===== src/rtl/alu_muldiv.sv =====
// Iterative multiply/divide unit with HI/LO result registers.
// Signed operations run on magnitudes; sign correction is applied on the
// edge that writes HI/LO, so partial results never reach the outputs.
module alu_muldiv #(
  parameter int unsigned WIDTH = 32,
  parameter int unsigned CNTW  = 6
) (
  input  logic             clk,
  input  logic             reset,
  input  logic             start,
  input  logic [2:0]       op,
  input  logic [WIDTH-1:0] src0,
  input  logic [WIDTH-1:0] src1,
  output logic             busy,
  output logic             done,
  output logic [WIDTH-1:0] hi,
  output logic [WIDTH-1:0] lo,
  output logic             div_by_zero
);

  typedef enum logic [1:0] {IDLE, MUL, DIV, DONE} state_t;
  typedef enum logic [2:0] {
    OP_MULT  = 3'b000,
    OP_MULTU = 3'b001,
    OP_DIV   = 3'b010,
    OP_DIVU  = 3'b011,
    OP_MTHI  = 3'b100,
    OP_MTLO  = 3'b101
  } op_t;

  state_t               state_q;
  logic                 busy_q, done_q, dbz_q;
  logic [WIDTH-1:0]     hi_q, lo_q;
  logic [CNTW-1:0]      cnt_q;
  // Shared datapath: MUL keeps {partial product, multiplier}; DIV keeps {remainder, dividend/quotient}.
  logic [2*WIDTH-1:0]   acc_q;
  logic [WIDTH-1:0]     opb_q;
  logic                 neg_lo_q, neg_hi_q;

  logic                 op_signed;
  logic [WIDTH-1:0]     abs0, abs1;
  logic [WIDTH:0]       mul_sum, div_shift, div_diff;
  logic [2*WIDTH-1:0]   mul_step, div_step, prod_fix;
  logic [WIDTH-1:0]     q_fix, r_fix;

  // One shift-add / restoring-divide step plus sign-corrected final results.
  always_comb begin
    op_signed = (op == OP_MULT) || (op == OP_DIV);
    abs0      = (op_signed && src0[WIDTH-1]) ? -src0 : src0;
    abs1      = (op_signed && src1[WIDTH-1]) ? -src1 : src1;

    mul_sum   = {1'b0, acc_q[2*WIDTH-1:WIDTH]} + (acc_q[0] ? {1'b0, opb_q} : '0);
    mul_step  = {mul_sum, acc_q[WIDTH-1:1]};

    div_shift = {acc_q[2*WIDTH-1:WIDTH], acc_q[WIDTH-1]};
    div_diff  = div_shift - {1'b0, opb_q};
    if (!div_diff[WIDTH]) begin
      div_step = {div_diff[WIDTH-1:0], acc_q[WIDTH-2:0], 1'b1};
    end else begin
      div_step = {div_shift[WIDTH-1:0], acc_q[WIDTH-2:0], 1'b0};
    end

    prod_fix  = neg_lo_q ? -mul_step : mul_step;
    q_fix     = neg_lo_q ? -div_step[WIDTH-1:0] : div_step[WIDTH-1:0];
    r_fix     = neg_hi_q ? -div_step[2*WIDTH-1:WIDTH] : div_step[2*WIDTH-1:WIDTH];
  end

  // Control FSM with registered busy/done/flag outputs and HI/LO write-back.
  always_ff @(posedge clk or negedge reset) begin
    if (!reset) begin
      state_q  <= IDLE;
      busy_q   <= 1'b0;
      done_q   <= 1'b0;
      dbz_q    <= 1'b0;
      hi_q     <= '0;
      lo_q     <= '0;
      cnt_q    <= '0;
      acc_q    <= '0;
      opb_q    <= '0;
      neg_lo_q <= 1'b0;
      neg_hi_q <= 1'b0;
    end else begin
      case (state_q)
        IDLE: begin
          done_q <= 1'b0;
          if (start) begin
            case (op)
              OP_MULT, OP_MULTU: begin
                state_q  <= MUL;
                busy_q   <= 1'b1;
                dbz_q    <= 1'b0;
                cnt_q    <= CNTW'(WIDTH);
                acc_q    <= (2*WIDTH)'(abs1);
                opb_q    <= abs0;
                neg_lo_q <= op_signed && (src0[WIDTH-1] ^ src1[WIDTH-1]);
              end
              OP_DIV, OP_DIVU: begin
                if (src1 == '0) begin
                  state_q <= DONE;
                  done_q  <= 1'b1;
                  dbz_q   <= 1'b1;
                end else begin
                  state_q  <= DIV;
                  busy_q   <= 1'b1;
                  dbz_q    <= 1'b0;
                  cnt_q    <= CNTW'(WIDTH);
                  acc_q    <= (2*WIDTH)'(abs0);
                  opb_q    <= abs1;
                  neg_lo_q <= op_signed && (src0[WIDTH-1] ^ src1[WIDTH-1]);
                  neg_hi_q <= op_signed && src0[WIDTH-1];
                end
              end
              OP_MTHI: begin
                hi_q    <= src0;
                state_q <= DONE;
                done_q  <= 1'b1;
                dbz_q   <= 1'b0;
              end
              OP_MTLO: begin
                lo_q    <= src0;
                state_q <= DONE;
                done_q  <= 1'b1;
                dbz_q   <= 1'b0;
              end
              default: ;
            endcase
          end
        end
        MUL: begin
          acc_q <= mul_step;
          cnt_q <= cnt_q - 1'b1;
          if (cnt_q == CNTW'(1)) begin
            {hi_q, lo_q} <= prod_fix;
            state_q      <= DONE;
            busy_q       <= 1'b0;
            done_q       <= 1'b1;
          end
        end
        DIV: begin
          acc_q <= div_step;
          cnt_q <= cnt_q - 1'b1;
          if (cnt_q == CNTW'(1)) begin
            hi_q    <= r_fix;
            lo_q    <= q_fix;
            state_q <= DONE;
            busy_q  <= 1'b0;
            done_q  <= 1'b1;
          end
        end
        DONE: begin
          done_q  <= 1'b0;
          state_q <= IDLE;
        end
        default: state_q <= IDLE;
      endcase
    end
  end

  assign busy        = busy_q;
  assign done        = done_q;
  assign hi          = hi_q;
  assign lo          = lo_q;
  assign div_by_zero = dbz_q;

endmodule


===== config.mk =====
export PLATFORM = sky130hd
export DESIGN_NAME = alu_muldiv
export DESIGN_NICKNAME = d
export VERILOG_FILES = /design/src/rtl/alu_muldiv.sv
export SDC_FILE = /design/constraint.sdc
export NUM_CORES = 1
export LEC_CHECK = 0
export CAP_MARGIN = 20
export CORE_MARGIN = 4
export CORE_UTILIZATION = 45
export DETAILED_ROUTE_END_ITERATION = 16
export SYNTH_ARGS = -nofsm -noshare
export SYNTH_HDL_FRONTEND = slang
export SYNTH_SLANG_ARGS = --single-unit

===== constraint.sdc =====
create_clock -name clk -period 16.15 [get_ports clk]
set_input_delay 3.23 -clock clk [delete_from_list [all_inputs] [get_ports clk]]
set_output_delay 3.23 -clock clk [all_outputs]
set_load 0.01 [all_outputs]

# Word level (Yosys, flattened, before mapping)
# Cells that the tools add are included.
[totals] register_bits=173 input_bits=70 output_inout_bits=67 wordCells=110
[classes] add_sub_neg=8 eq_ne=19 n_mux=45 n_bitwise=2 reduce_logical=25
[ops] cell="$mux W32" count=14
[ops] cell="$mux W64" count=4
[ops] cell="$pmux W32 S3" count=2
[ops] cell="$pmux W64 S3" count=1
[ops] cell="$neg A32 Y32" count=4
[ops] cell="$pmux W64 S2" count=1
[ops] cell="$neg A64 Y64" count=1
[ops] cell="$pmux W32 S2" count=1
[ops] cell="$add A32 B32 Y33" count=1
[ops] cell="$sub A33 B32 Y33" count=1
[ops] cell="$logic_not A32 Y1" count=1
[ops] cell="$pmux W6 S2" count=2
[ops] cell="$reduce_and A4 Y1" count=4
[ops] cell="$reduce_and A5 Y1" count=3
[ops] cell="$mux W6" count=2
[ops] cell="$pmux W2 S3" count=2
[ops] cell="$pmux W1 S2" count=5
[ops] cell="$mux W1" count=8
[ops] cell="$ne A2 B2 Y1 const B" count=4
[ops] cell="$reduce_or A2 Y1" count=4
[ops] cell="$eq A3 B2 Y1 const B" count=2
[ops] cell="$eq A3 B3 Y1 const B" count=2
[ops] cell="$eq A6 B1 Y1 const B" count=1
[ops] cell="$ne A2 B1 Y1 const B" count=3
[ops] cell="19 further kinds" count=26

# Depth between registers and ports, before layout
# Gate-level depths: netlist (run 1).
[depth] ltp_word=8 depth_mapped=24

# Worst setup path before layout (run 1)
# Ideal clock, no wire load.
[synth_timing] path_kind="input to register" from="input port src1[9]" to="register acc_q[43]" arrival_time_ns=6.147 t_required_ns=16.055 path_slack_ns=9.907 stages=14 cell_sequence="or4_1 > or3_1 > nor3_2 > nand3_1 > or4_1 > nor4_2 > nand2_1 > nand3_1 > a21o_1 > buf_2 > buf_2 > buf_2 > nand2_1 > o31ai_1"
[synth_via] elab_chain_len=3
[synth_lines] item="start: declaration" line_no="13" text="input logic [WIDTH-1:0] src1,"
[synth_lines] item="$logic_not A32 Y1" line_no="98" text="if (src1 == '0) begin"
[synth_lines] item="$ne A3 B3 Y1 (no line)"
[synth_lines] item="$reduce_and A4 Y1 (no line)"
[synth_lines] item="end signal: assignment" line_no="93" text="acc_q <= (2*WIDTH)'(abs1);"
[synth_lines] item="end signal: assignment" line_no="107" text="acc_q <= (2*WIDTH)'(abs0);"
[synth_lines] item="end signal: assignment" line_no="130" text="acc_q <= mul_step;"
[synth_lines] item="end: declaration" line_no="36" text="logic [2*WIDTH-1:0] acc_q;"
# Every way passes these cells.
# A chain may end at the register's enable or synchronous reset.

# Worst setup path in the final report (run 1)
[layout_timing] from="input port src1[3]" to="register cnt_q[3]"
[layout_via] elab_chain_len=3
[layout_lines] item="$logic_not A32 Y1" line_no="98"
[layout_lines] item="$ne A3 B3 Y1 (no line)"
[layout_lines] item="$reduce_and A4 Y1 (no line)"
[layout_lines] item="end signal: assignment" line_no="92" text="cnt_q <= CNTW'(WIDTH);"
[layout_lines] item="end signal: assignment" line_no="106" text="cnt_q <= CNTW'(WIDTH);"
[layout_lines] item="end signal: assignment" line_no="131" text="cnt_q <= cnt_q - 1'b1;"
[layout_lines] item="end: declaration" line_no="34" text="logic [CNTW-1:0] cnt_q;"
# Every way passes these cells.

==> flow_metrics.py, run 1 <==
metrics = {
    "min_path": {
        "timing.hold.worst.class": "reg2reg",
        "whs_path_depth": 2,
    },
    "setup_path": {
        "worst-setup-path-type": "in2reg",
        "critical_path.max_stage_delay_ps": 500,
        "crit_path_start_kind": "input port",
        "reg2reg_slack_ps": 8930,
        "critical_path.max_fanout": 80,
        "cp.required_ps": 16510,
        "worstPathCellList": "clkdlybuf4s50_1, or3_1, or3b_1, nor3_2, nand3_1, or4_1, nor4_2, nand2_1, nand3_1, a21o_4, buf_16, o21ai_0, a22o_1",
        "reg2regPathDepth": 22,
        "critical_path.slowest_cell": "or4_1",
        "cp_data_arrival_time_ps": 7600,
        "worst_setup_path_end_kind": "flop",
        "most_prevalent_standard_cell_on_the_critical_path": "nand3_1",
    },
    "layout": {
        "filler_cell_count": 4069,
        "area_delta_synth_final_pct": 11.2,
        "layout-drive-gt1-share": 0.0526,
        "finalNetCount": 2650,
        "final_cells": 3045,
    },
    "global_route": {
        "grt_start_max_net_pins": 123,
        "groute.usage.overall": 0.348,
        "overflow": 0,
        "grt_pass1_wl_um": 119000,
        "first_global_vias": 19000,
        "antenna_found_initial": 1,
    },
    "cts": {
        "clkLatencyLatePin_ps": 480,
        "cts.path.max_buffers": 2,
        "cts_setup_buffers": 0,
        "cts_resized": 0,
        "clock_tree_from_tritoncts": "yes",
        "cts.hold.buffers_added": 0,
        "numClockSinks": 173,
        "cts_buffers": 17,
        "cts-htree-levels": 4,
        "clock_tree.root_cell": "clkbuf_16",
        "clk_transition_reported_paths_ps": 80,
    },
    "power": {
        "max-vdd-ir-drop_v": 0.000124,
        "power-per-cell-area_nw_per_um2": 263,
        "cellLeakagePower_nw": 8.37,
    },
    "route": {
        "drt_first_pass_iters": 8,
        "finalWirelength_um": 79800,
        "drc": 0,
        "route.vias.total": 20000,
        "ant_nets": 0,
        "drt-wirelength-per-cell_um": 26.2,
        "drt_first_iter_violations": 2240,
        "routed_via_density": 6.58,
    },
    "floorplan": {
        "floorplan.io_pins": 137,
        "die_y_um": 211,
        "initial_core_utilization": 0.455,
        "core_region_area_sq_um": 40800,
        "std_cell_rows": 74,
        "die_x_um": 211,
        "design.die.area_sq_um": 44600,
    },
    "status": {
        "run_status": "completed",
    },
    "sta": {
        "finalHoldWorstSlack_ps": 484,
        "report.final.hold_viol_count": 0,
        "setup_repair_after_global_routing_missed_its_margin": "no",
        "post-route-min-period_ps": 7230,
        "clock.fmax_mhz": 138,
        "final_min_period_over_clock_period": 0.448,
        "finalSetupViolCount": 0,
        "maxSlewViolCount": 0,
        "max_slew.worst_pin.slew_ps": 1120,
        "slew_headroom": 0.252,
        "tns_ps": 0,
        "finalClockSkew_ps": 19.0,
    },
    "synthesis": {
        "synthArstFlopShare": 1.00,
        "yosysWarningCount": 0,
        "post_synth_instance_area_sq_um": 18600,
        "synth.lib_cells_used.distinct": 100,
        "synth_cells": 2514,
        "synth_nets": 2666,
        "ys_ff_latch": 173,
        "synth_seq_area_share": 0.233,
        "syn-mean-instance-area_sq_um": 7.38,
        "synth_top_flop_cell": "dfrtp_1",
        "number_of_enable_type_register_cells_in_the_synthesized_netlist": 0,
    },
    "flow_run": {
        "maxCapViolCount": 0,
    },
    "placement": {
        "dp_hpwl_um": 61800,
        "placed_cells": 3009,
        "port_buffers": 136,
        "finalWeightedCongestion": 0.995,
    },
}
[cell usage after synthesis (27+ instances only)]
master | n | share of area
clkbuf_1 | 142 | 0.029
a221oi_1 | 51 | 0.024
a21o_1 | 28 | 0.011
nand2_1 | 326 | 0.066
xor2_1 | 71 | 0.033
a31oi_1 | 29 | 0.0098
nor3_1 | 41 | 0.011
nor2_1 | 244 | 0.049
ha_1 | 80 | 0.054
o31ai_1 | 100 | 0.040
or3_1 | 31 | 0.010
inv_1 | 84 | 0.017
nand3_1 | 52 | 0.014
a21oi_1 | 183 | 0.049
dfrtp_1 | 173 | 0.23
buf_2 | 33 | 0.0089
xnor2_1 | 132 | 0.062
a221o_1 | 31 | 0.017
o21ai_0 | 240 | 0.065
mux2i_1 | 27 | 0.015
[worst max-delay path, delay by kind of cell]
kind	cells	cell delay (ps)
AO/OA/AOI/OAI	3	710
buffers and inverters	2	830
AND/OR/NAND/NOR	8	2760
[kinds of logic after synthesis]
group                    Yosys count  synth area share
AO/OA/AOI/OAI                    856             0.306
XOR/XNOR                         203            0.0958
adder cells (fa/ha/maj)           82            0.0561
buffers and inverters            278            0.0609
flip-flops                       173             0.233
multiplexers                      40            0.0224
AND/OR/NAND/NOR                  882             0.226
[power by group]
part           switching, W  internal, W  leakage [nW]
clock              0.000223     0.000208         0.290
sequential         0.000284     0.000638          2.18
combinational       0.00263      0.00145          5.90
[placed cells by master, fill, tap and decap left out, types with 18 or more instances in the layout]
master           Yosys  layout
nand4_1             18      18
a22oi_1             18      18
nor4_1              23      23
nor3_1              41      41
dfrtp_1            173     172
or3_1               31      31
a21oi_1            183     182
and2_1              21      21
xnor2_1            132     132
clkdlybuf4s50_1      0     135
a221o_1             31      31
a211oi_1            18      18
a21o_1              28      27
ha_1                80      76
nor2_1             244     244
a221oi_1            51      51
buf_4                2      18
o31ai_1            100     100
nand2_1            326     326
xor2_1              71      71
and3_1              19      19
mux2i_1             27      27
a31oi_1             29      29
nand3_1             52      52
inv_1               84      83
o21ai_0            240     239
[layer usage]
layer  vias to the layer above  track usage  wire length, um
met5                         -            0                0
met4                         0        0.177             4540
li1                       9165            -                -
met3                       191       0.0449             6050
met2                      1010        0.566            36800
met1                      9669        0.455            32400
[cell type report]
cell class              instances  area, sq um  area share
clock buffers                  17          425      0.0206
flip-flops and latches        173         4330       0.210
repair buffers                156         1550      0.0752
multi-input cells            2063        13200       0.638
diodes                          2         5.00    0.000242
well taps                     532          666      0.0322
clock inverters                15          165     0.00800
inverters                      87          328      0.0159
[flip-flops by register name, summed over array words and instances (netlist names)]
| signal | flops |
|---|---|
| hi | 32 |
| opb_q | 32 |
| done | 1 |
| cnt_q | 6 |
| state_q | 2 |
| neg_lo_q | 1 |
| acc_q | 64 |
| lo | 32 |
| div_by_zero | 1 |
| neg_hi_q | 1 |
| busy | 1 |
[worst paths after layout]
check / from / end
hold / removal: hi[21] / hi[21]
setup / recovery: src1[3] / cnt_q[3]
setup reg to reg: acc_q[31] / hi[24]
min in group asynchronous: reset / hi[14]
hold reg to reg: hi[21] / hi[21]
max in group asynchronous: reset / neg_lo_q
[metrics by stage]
| stage | utilization | worst slack, ps | power, W | instance area, sq um |
|---|---|---|---|---|
| 3_3_place_gp | 0.490 | 8390 | 0.00486 | 20000 |
| 6_report | 0.506 | 8920 | 0.00543 | 20600 |
| 5_1_grt | 0.506 | 8540 | 0.00577 | 20600 |
| 4_1_cts | 0.504 | 8700 | 0.00533 | 20600 |
| 3_5_place_dp | 0.490 | 8210 | 0.00488 | 20000 |
| 2_1_floorplan | - | 9910 | 0.00361 | 18600 |
(Power assumes the default switching activity.)
==> run 2, diff against run 1 <==
Settings changed: PLACE_DENSITY set to 0.66.
Clock period 16.15 ns to 5.9 ns, I/O delays scaled along.
==> flow_metrics.py, run 2 (synthesized netlist as in run 1, its figures left out) <==
metrics = {
    "status": {
        "run_status": "completed",
    },
    "power": {
        "netSwitchingFraction": 0.575,
        "power.clock.fraction": 0.074,
        "portion_of_total_power_attributed_to_sequential_cells": 0.162,
        "cellLeakagePower_nw": 8.75,
        "p_int_w": 0.00663,
        "relative_contribution_of_combinational_cells_to_total_power": 0.764,
        "max-vdd-ir-drop_v": 0.000289,
        "power.switching_w": 0.00896,
        "power-per-cell-area_nw_per_um2": 736,
    },
    "floorplan": {
        "design.die.area_sq_um": 44600,
        "floorplan.io_pins": 137,
        "initial_core_utilization": 0.455,
        "std_cell_rows": 74,
        "die_y_um": 211,
        "die_x_um": 211,
        "core_region_area_sq_um": 40800,
    },
    "placement": {
        "placed_cells": 3091,
        "finalWeightedCongestion": 1.01,
        "dp_hpwl_um": 65700,
        "placement.cell_area_sq_um": 20600,
        "port_buffers": 136,
    },
    "cts": {
        "cts.hold.buffers_added": 0,
        "cts_buffers": 17,
        "cts.path.max_buffers": 2,
        "clk_transition_reported_paths_ps": 70,
        "clock_tree_from_tritoncts": "yes",
        "clkLatencyLatePin_ps": 490,
        "clock_tree.root_cell": "clkbuf_16",
        "numClockSinks": 173,
        "cts-htree-levels": 4,
    },
    "layout": {
        "final_area_sq_um": 21200,
        "finalNetCount": 2730,
        "area_delta_synth_final_pct": 14.2,
        "layout_common_cells": "326 x nand2_1, 244 x nor2_1, 240 x o21ai_0",
        "largest_register_ffs": 64,
        "registers.top_by_ff_count": "acc_q",
        "layout-drive-gt1-share": 0.0818,
        "layout.cells.most_common": "nand2_1",
        "utilization": 0.519,
        "final_cells": 3125,
    },
    "sta": {
        "finalHoldWorstSlack_ps": 478,
        "post-route-min-period_ps": 5600,
        "finalSetupViolCount": 0,
        "clock.fmax_mhz": 179,
        "finalClockSkew_ps": 15.4,
        "slew_headroom": 0.301,
        "setup_repair_after_global_routing_missed_its_margin": "no",
        "tns_ps": 0,
        "max_slew.worst_pin.slew_ps": 1050,
        "final_min_period_over_clock_period": 0.949,
        "maxSlewViolCount": 0,
        "report.final.hold_viol_count": 0,
    },
    "route": {
        "drt-wirelength-per-cell_um": 26.6,
        "route.vias.total": 20700,
        "drc": 0,
        "finalWirelength_um": 83100,
        "drt_first_pass_iters": 8,
        "ant_nets": 0,
        "drt_first_iter_violations": 2864,
        "routed_via_density": 6.61,
    },
    "global_route": {
        "grt.met2_usage": 0.545,
        "grt_start_max_net_pins": 119,
        "antenna_found_initial": 6,
        "global_route.usage.met1": 0.496,
        "busiest_layer": "met2",
        "first_global_vias": 19200,
        "overflow": 0,
        "groute.usage.overall": 0.361,
        "met3_usage": 0.0918,
        "grt_pass1_wl_um": 122000,
    },
    "setup_path": {
        "cp_data_arrival_time_ps": 6020,
        "crit_path_start_kind": "flop",
        "worst-setup-path-type": "reg2reg",
        "critical_path.max_fanout": 7,
        "cp.required_ps": 6320,
        "r2r_end": "hi[24]",
        "reg2reg_slack_ps": 300,
        "startpoint": "acc_q[31]",
        "reg2reg_from": "acc_q[31]",
        "setup.worst_path.end": "hi[24]",
        "reg2regPathDepth": 21,
        "worst_setup_path_end_kind": "flop",
    },
    "min_path": {
        "timing.hold.worst.class": "reg2reg",
        "whs_path_depth": 2,
    },
    "flow_run": {
        "maxCapViolCount": 0,
    },
}
[run 2: worst min-delay path by stage]
stage	start	to
after global placement	opb_q[23]	opb_q[23]
final	opb_q[27]	opb_q[27]
after global routing	lo[8]	lo[8]
after detailed placement	lo[15]	lo[15]
after CTS	hi[11]	hi[11]
after floorplan	opb_q[23]	opb_q[23]
[run 2: layout make-up]
cell class	count	area [sq um]
Fill cell	3988	19600
Multi-Input combinational cell	2063	13200
Sequential cell	173	4330
Timing Repair Buffer	236	2130
Tap cell	532	666
Clock buffer	19	443
Inverter	87	328
Clock inverter	13	114
Antenna cell	2	5.00
[run 2: critical path, cell delays in order (launching register included)]
cell	delay, ps
dfrtp_1	480
inv_1	110
ha_1	240
fa_1	400
nand2b_1	210
a21oi_2	210
o2111ai_1	250
a211oi_2	420
o21a_1	240
nor2_4	70
inv_2	130
nor2_1	50
a21oi_1	210
ha_1	230
inv_1	90
or4_1	520
nor4_1	300
nor2_1	180
a2111oi_1	520
a41oi_1	200
mux2_2	310
a21oi_1	130
[run 2: repair_timing]
action | 4_1_cts | 5_1_grt
setup buffers | 0 | 0
setup endpoints to repair | 0 | 3
gates resized for setup | 0 | 1
[run 2: per-layer routing]
| layer | routed length [um] | vias up |
|---|---|---|
| li1 | - | 9320 |
| met1 | 34200 | 9856 |
| met2 | 35700 | 1268 |
| met3 | 9320 | 207 |
| met4 | 3810 | 6 |
| met5 | 57 | - |
[run 2: power groups by stage]
stage	sequential (W)	combinational [W]	clock, W
after global placement	0.00248	0.0114	0
after floorplan	0.00213	0.00775	0
after global routing	0.00258	0.0126	0.00122
after CTS	0.00248	0.0115	0.00116
final	0.00252	0.0119	0.00116
after detailed placement	0.00250	0.0114	0
[run 2: per-stage QoR]
| step | power, W | setup slack, ps |
|---|---|---|
| 2_1_floorplan | 0.00988 | 442 |
| 3_3_place_gp | 0.0139 | 403 |
| 3_5_place_dp | 0.0139 | 223 |
| 4_1_cts | 0.0152 | 222 |
| 5_1_grt | 0.0164 | 6.84 |
| 6_report | 0.0156 | 300 |
==> patch 1: new RTL, settings of run 2 <==
The 4 states of `state_t` get a Gray code encoding in 2 bits.
--- a/src/rtl/alu_muldiv.sv
+++ b/src/rtl/alu_muldiv.sv
@@ -19,5 +19,5 @@
 );
 
-  typedef enum logic [1:0] {IDLE, MUL, DIV, DONE} state_t;
+  typedef enum logic [1:0] {IDLE = 2'b00, MUL = 2'b01, DIV = 2'b11, DONE = 2'b10} state_t;
   typedef enum logic [2:0] {
     OP_MULT  = 3'b000,
Formal check against the unedited RTL: no difference found for any inputs over 4 cycles, from zero or initial values and one cycle with reset low; so few cycles prove little.
==> patch 1 against run 2 <==
- sequential cell count unchanged
- hold slack improved by 0.0029 ns
- final cell count decreased by 7.1%
- synthesized cell count decreased by 6.5%
- synthesized area decreased by 6.0%
- clock skew increased by 0.0011 ns
- global-route usage decreased by 4.4 points
- sequential share of layout area increased by 1.6 points
- setup slack improved by 0.53 ns
- wire length decreased by 18%
- final area decreased by 7.0%
- power decreased by 7.1%
- critical path type unchanged
- critical endpoint is now hi[21]$_DFFE_PN0P_
- largest cell class unchanged
==> patch 1: results (changes against run 2) <==
[status]
status=finished clean

[placed_design]
post_dp_cell_area_mm2=0.01915  ; -7.2%
hpwl_um=53190  ; -19%
dp_cells=2871  ; -7.1%
gp_congestion=0.9715  ; -3.4%

[logic_synthesis]
ys_seq_area_frac=0.2481  ; +0.01488
syn_nets=2498  ; -6.3%
synthCells=2351  ; -6.5%
synthTopCellsByArea=dfrtp_1 25%, xnor2_1 7.2%, a21oi_1 6.9%
synth_commonest_cells=281 x nor2_1, 269 x nand2_1, 242 x a21oi_1
yosysWarnings=0  ; unchanged
synth_cell_type_count=94  ; -6.0%

[route]
via_per_inst=6.360  ; -3.8%
dr.pass1.iters=6  ; -2

[cells_and_area]
layout-drive-gt1-share=0.06937  ; -0.01245
final_cells=2904  ; -7.1%
fillers=3695  ; -7.3%
diodes=0  ; -2

[hold_path]
hold_end=opb_q[5]$_DFFE_PN0P_
worstHoldStart=opb_q[5]$_DFFE_PN0P_

[grt]
antenna_found_initial=1  ; -5
first_global_vias=16890  ; -12%
grt_pass1_wl_um=102900  ; -16%
grt_max_degree=112  ; -5.9%
grt_usage=0.3168  ; -0.04449

[cts]
cts_buffers=17  ; unchanged
clock_latency_ns=0.47  ; -0.02 ns
cts-root-buf=clkbuf_16

[worst_setup_path]
rrSetupSlack_ns=0.83  ; +0.53 ns
reg2reg_depth=16  ; -24%
critPathSlowestCell=a221oi_1
slowest_delay_ns=0.56  ; +0.04 ns
crit_fanout=24  ; +17
endpoint=hi[21]$_DFFE_PN0P_

[sta]
finalClockSkew_ns=0.01650  ; +0.001103 ns
slew_headroom=0.2952  ; -0.005922

[power]
cellLeakagePower_nw=7.613  ; -13%
ir_worst_vdd_mv=0.3046  ; +5.4%

[patch 1: stage by stage]
stage	utilization	setup WS [ns]	hold slack, ns
finish	0.5198	0.8277	0.4813
global route	0.5198	0.4167	0.5147
floorplan	-	1.211	0.4498
detailed placement	0.5047	0.9715	0.4713
CTS	0.5196	0.9289	0.4868
global placement	0.5047	0.9721	0.4649
[patch 1: logic make-up (layout without fill, tap and decap cells)]
kind of cell	Yosys count	in the layout	share of synthesized area
adder cells (fa/ha/maj)	77	77	0.05607
flip-flops	173	173	0.2481
XOR/XNOR	229	229	0.1160
AND/OR/NAND/NOR	824	824	0.2191
AO/OA/AOI/OAI	742	742	0.2685
multiplexers	59	59	0.03700
buffers and inverters	247	289	0.05521
[patch 1: tightest hold or removal path, cell delays in order, from the launching register on]
cell	delay [ns]
dfrtp_1	0.35
nand2_1	0.04
o21ai_0	0.06
[patch 1: per-layer routing]
layer | GRT usage | vias to the layer above | part of all wire
met5 | 0 | - | 0
met4 | 0.1397 | 0 | 0.051
met3 | 0.05857 | 160 | 0.099
met2 | 0.4694 | 1030 | 0.42
met1 | 0.4508 | 8785 | 0.42
li1 | - | 8495 | -
[patch 1: area by class of cell]
class / count / share of cell area
Inverter: 82 / 0.01561
Clock inverter: 13 / 0.005711
Timing Repair Buffer: 175 / 0.08383
Clock buffer: 19 / 0.02297
Multi-Input combinational cell: 1931 / 0.6196
Tap cell: 511 / 0.03243
Sequential cell: 173 / 0.2199
[patch 1: report_power, final]
group	internal [mW]	switching [mW]
combinational	4.05	6.69
clock	0.572	0.582
sequential	1.78	0.814
total	6.40	8.09
==> patch 2: new RTL, flow settings as in run 2 <==
Without the edit above. Set the parameter `WIDTH` to 36 (it was 32).
--- a/src/rtl/alu_muldiv.sv
+++ b/src/rtl/alu_muldiv.sv
@@ -3,5 +3,5 @@
 // edge that writes HI/LO, so partial results never reach the outputs.
 module alu_muldiv #(
-  parameter int unsigned WIDTH = 32,
+  parameter int unsigned WIDTH = 36,
   parameter int unsigned CNTW  = 6
 ) (
Interface: changed (resized hi, lo, src0 and src1); port bits go from 137 to 153. The function was not compared with the original's and may differ.
==> patch 2 against run 2 <==
- synthesized cell count is 14% higher
- largest power group unchanged
- setup slack better by 0.088 ns
- power is 2.7% higher
- sequential power is 7% higher
- largest cell class unchanged
- maximum frequency is 1.6% higher
- final area is 12% higher
- critical endpoint is now hi[29]$_DFFE_PN0P_
- wire length is 14% higher
- final cell count is 12% higher
- synthesized area is 12% higher
- sequential cell count is 20 higher
==> patch 2: results (changes against run 2) <==
[status]
status=finished clean

[cells_and_area]
nNetsFinal=3066  ; +12%
layout-drive-gt1-share=0.05943  ; -0.02239
largest_reg_flops=72  ; +13%
diodes=0  ; -2

[placed_design]
numPortBuffers=152  ; +12%
dp_cells=3478  ; +13%
dp_slack_ns=0.4105  ; +0.1875 ns
gp_congestion=1.013  ; +0.67%
post_dp_cell_area_mm2=0.02305  ; +12%
hpwl_um=74210  ; +13%

[route]
routed_wl_um=94780  ; +14%
via_per_inst=6.693  ; +1.2%
drt_iter0_drc=3046  ; +6.4%
wl_per_cell_um=26.99  ; +1.5%
dr.pass1.iters=6  ; -2

[logic_synthesis]
ys_seq_area_frac=0.2317  ; -0.001496
synthMuxAreaShare=0.02281  ; +0.0003665
async_reset_ff_frac=1.000  ; unchanged
synth_cell_type_count=94  ; -6.0%
synth_commonest_cells=380 x nand2_1, 292 x o21ai_0, 285 x nor2_1
avgSynthCellArea_um2=7.293  ; -1.2%
yosysWarnings=0  ; unchanged
synth_xor_area_frac=0.09833  ; +0.002551
synth_compound_area_frac=0.3114  ; +0.005437
syn_nets=3026  ; +14%
synthAdderAreaFrac=0.05475  ; -0.001331
synthTopCellsByArea=dfrtp_1 23%, o21ai_0 7.0%, nand2_1 6.8%

[power]
p_seq_mw=2.69  ; +7%
intPower_mw=6.855  ; +3.4%
ir_worst_vdd_mv=0.5597  ; +94%
pwr-share-comb=0.757  ; -0.007
cellLeakagePower_nw=9.598  ; +9.7%
power_density_mw_per_mm2=676.8  ; -8.0%

[grt]
grt_usage=0.3643  ; +0.003032
antenna_found_initial=1  ; -5
grt_max_degree=118  ; -0.84%
first_global_vias=21660  ; +13%
grt_pass1_wl_um=139400  ; +14%

[sta]
whs_ns=0.4834  ; +0.004988 ns
finalClockSkew_ns=0.01111  ; -0.004282 ns
worst_pin_slew_ns=1.076  ; +0.02772 ns
fmax_ghz=0.1814  ; +1.6%

[worst_setup_path]
rrSetupSlack_ns=0.39  ; +0.09 ns
cp.arrival_ns=5.86  ; -0.16 ns
crit_fanout=51  ; +44
slowest_delay_ns=0.57  ; +0.05 ns
critPathSlowestCell=buf_4

==> patch 2: cell types whose count changed after synthesis, sizes merged, moves of 16 or more <==
cell	change
dfrtp	+20
nor2	+42
a211oi	+19
buf	-20
nor3	+21
clkbuf	+40
o21ai	+52
xor2	+16
nand2	+55
==> patch 2: path summary, 6_finish.rpt <==
kind / from / endpoint / cells past startpoint
setup / recovery: acc_q[35]$_DFFE_PN0P_ / hi[29]$_DFFE_PN0P_ / 18
hold / removal: hi[24]$_DFFE_PN0P_ / hi[24]$_DFFE_PN0P_ / 2
setup reg to reg: acc_q[35]$_DFFE_PN0P_ / hi[29]$_DFFE_PN0P_ / 18
hold reg to reg: hi[24]$_DFFE_PN0P_ / hi[24]$_DFFE_PN0P_ / 2
max in group asynchronous: reset / lo[8]$_DFFE_PN0P_ / 2
min in group asynchronous: reset / acc_q[63]$_DFFE_PN0P_ / 1
==> patch 2: logic make-up after synthesis <==
| family | Yosys count |
|---|---|
| flip-flops | 193 |
| AO/OA/AOI/OAI | 981 |
| AND/OR/NAND/NOR | 1012 |
| XOR/XNOR | 234 |
| adder cells (fa/ha/maj) | 90 |
| buffers and inverters | 302 |
| multiplexers | 46 |
==> patch 2: cell type report <==
type	count	area [um^2]
Clock inverter	10	88.84
Clock buffer	22	474.2
Inverter	91	344.1
Multi-Input combinational cell	2363	14930
Fill cell	4468	21930
Tap cell	600	750.7
Sequential cell	193	4831
Timing Repair Buffer	232	2223
==> patch 2: routing by layer <==
layer | up-vias | global-route usage | share of wire
met2 | 1396 | 0.5421 | 0.43
met1 | 11320 | 0.5082 | 0.42
met3 | 264 | 0.07645 | 0.10
li1 | 10520 | - | -
met5 | - | 0 | 0.00014
met4 | 2 | 0.1656 | 0.056
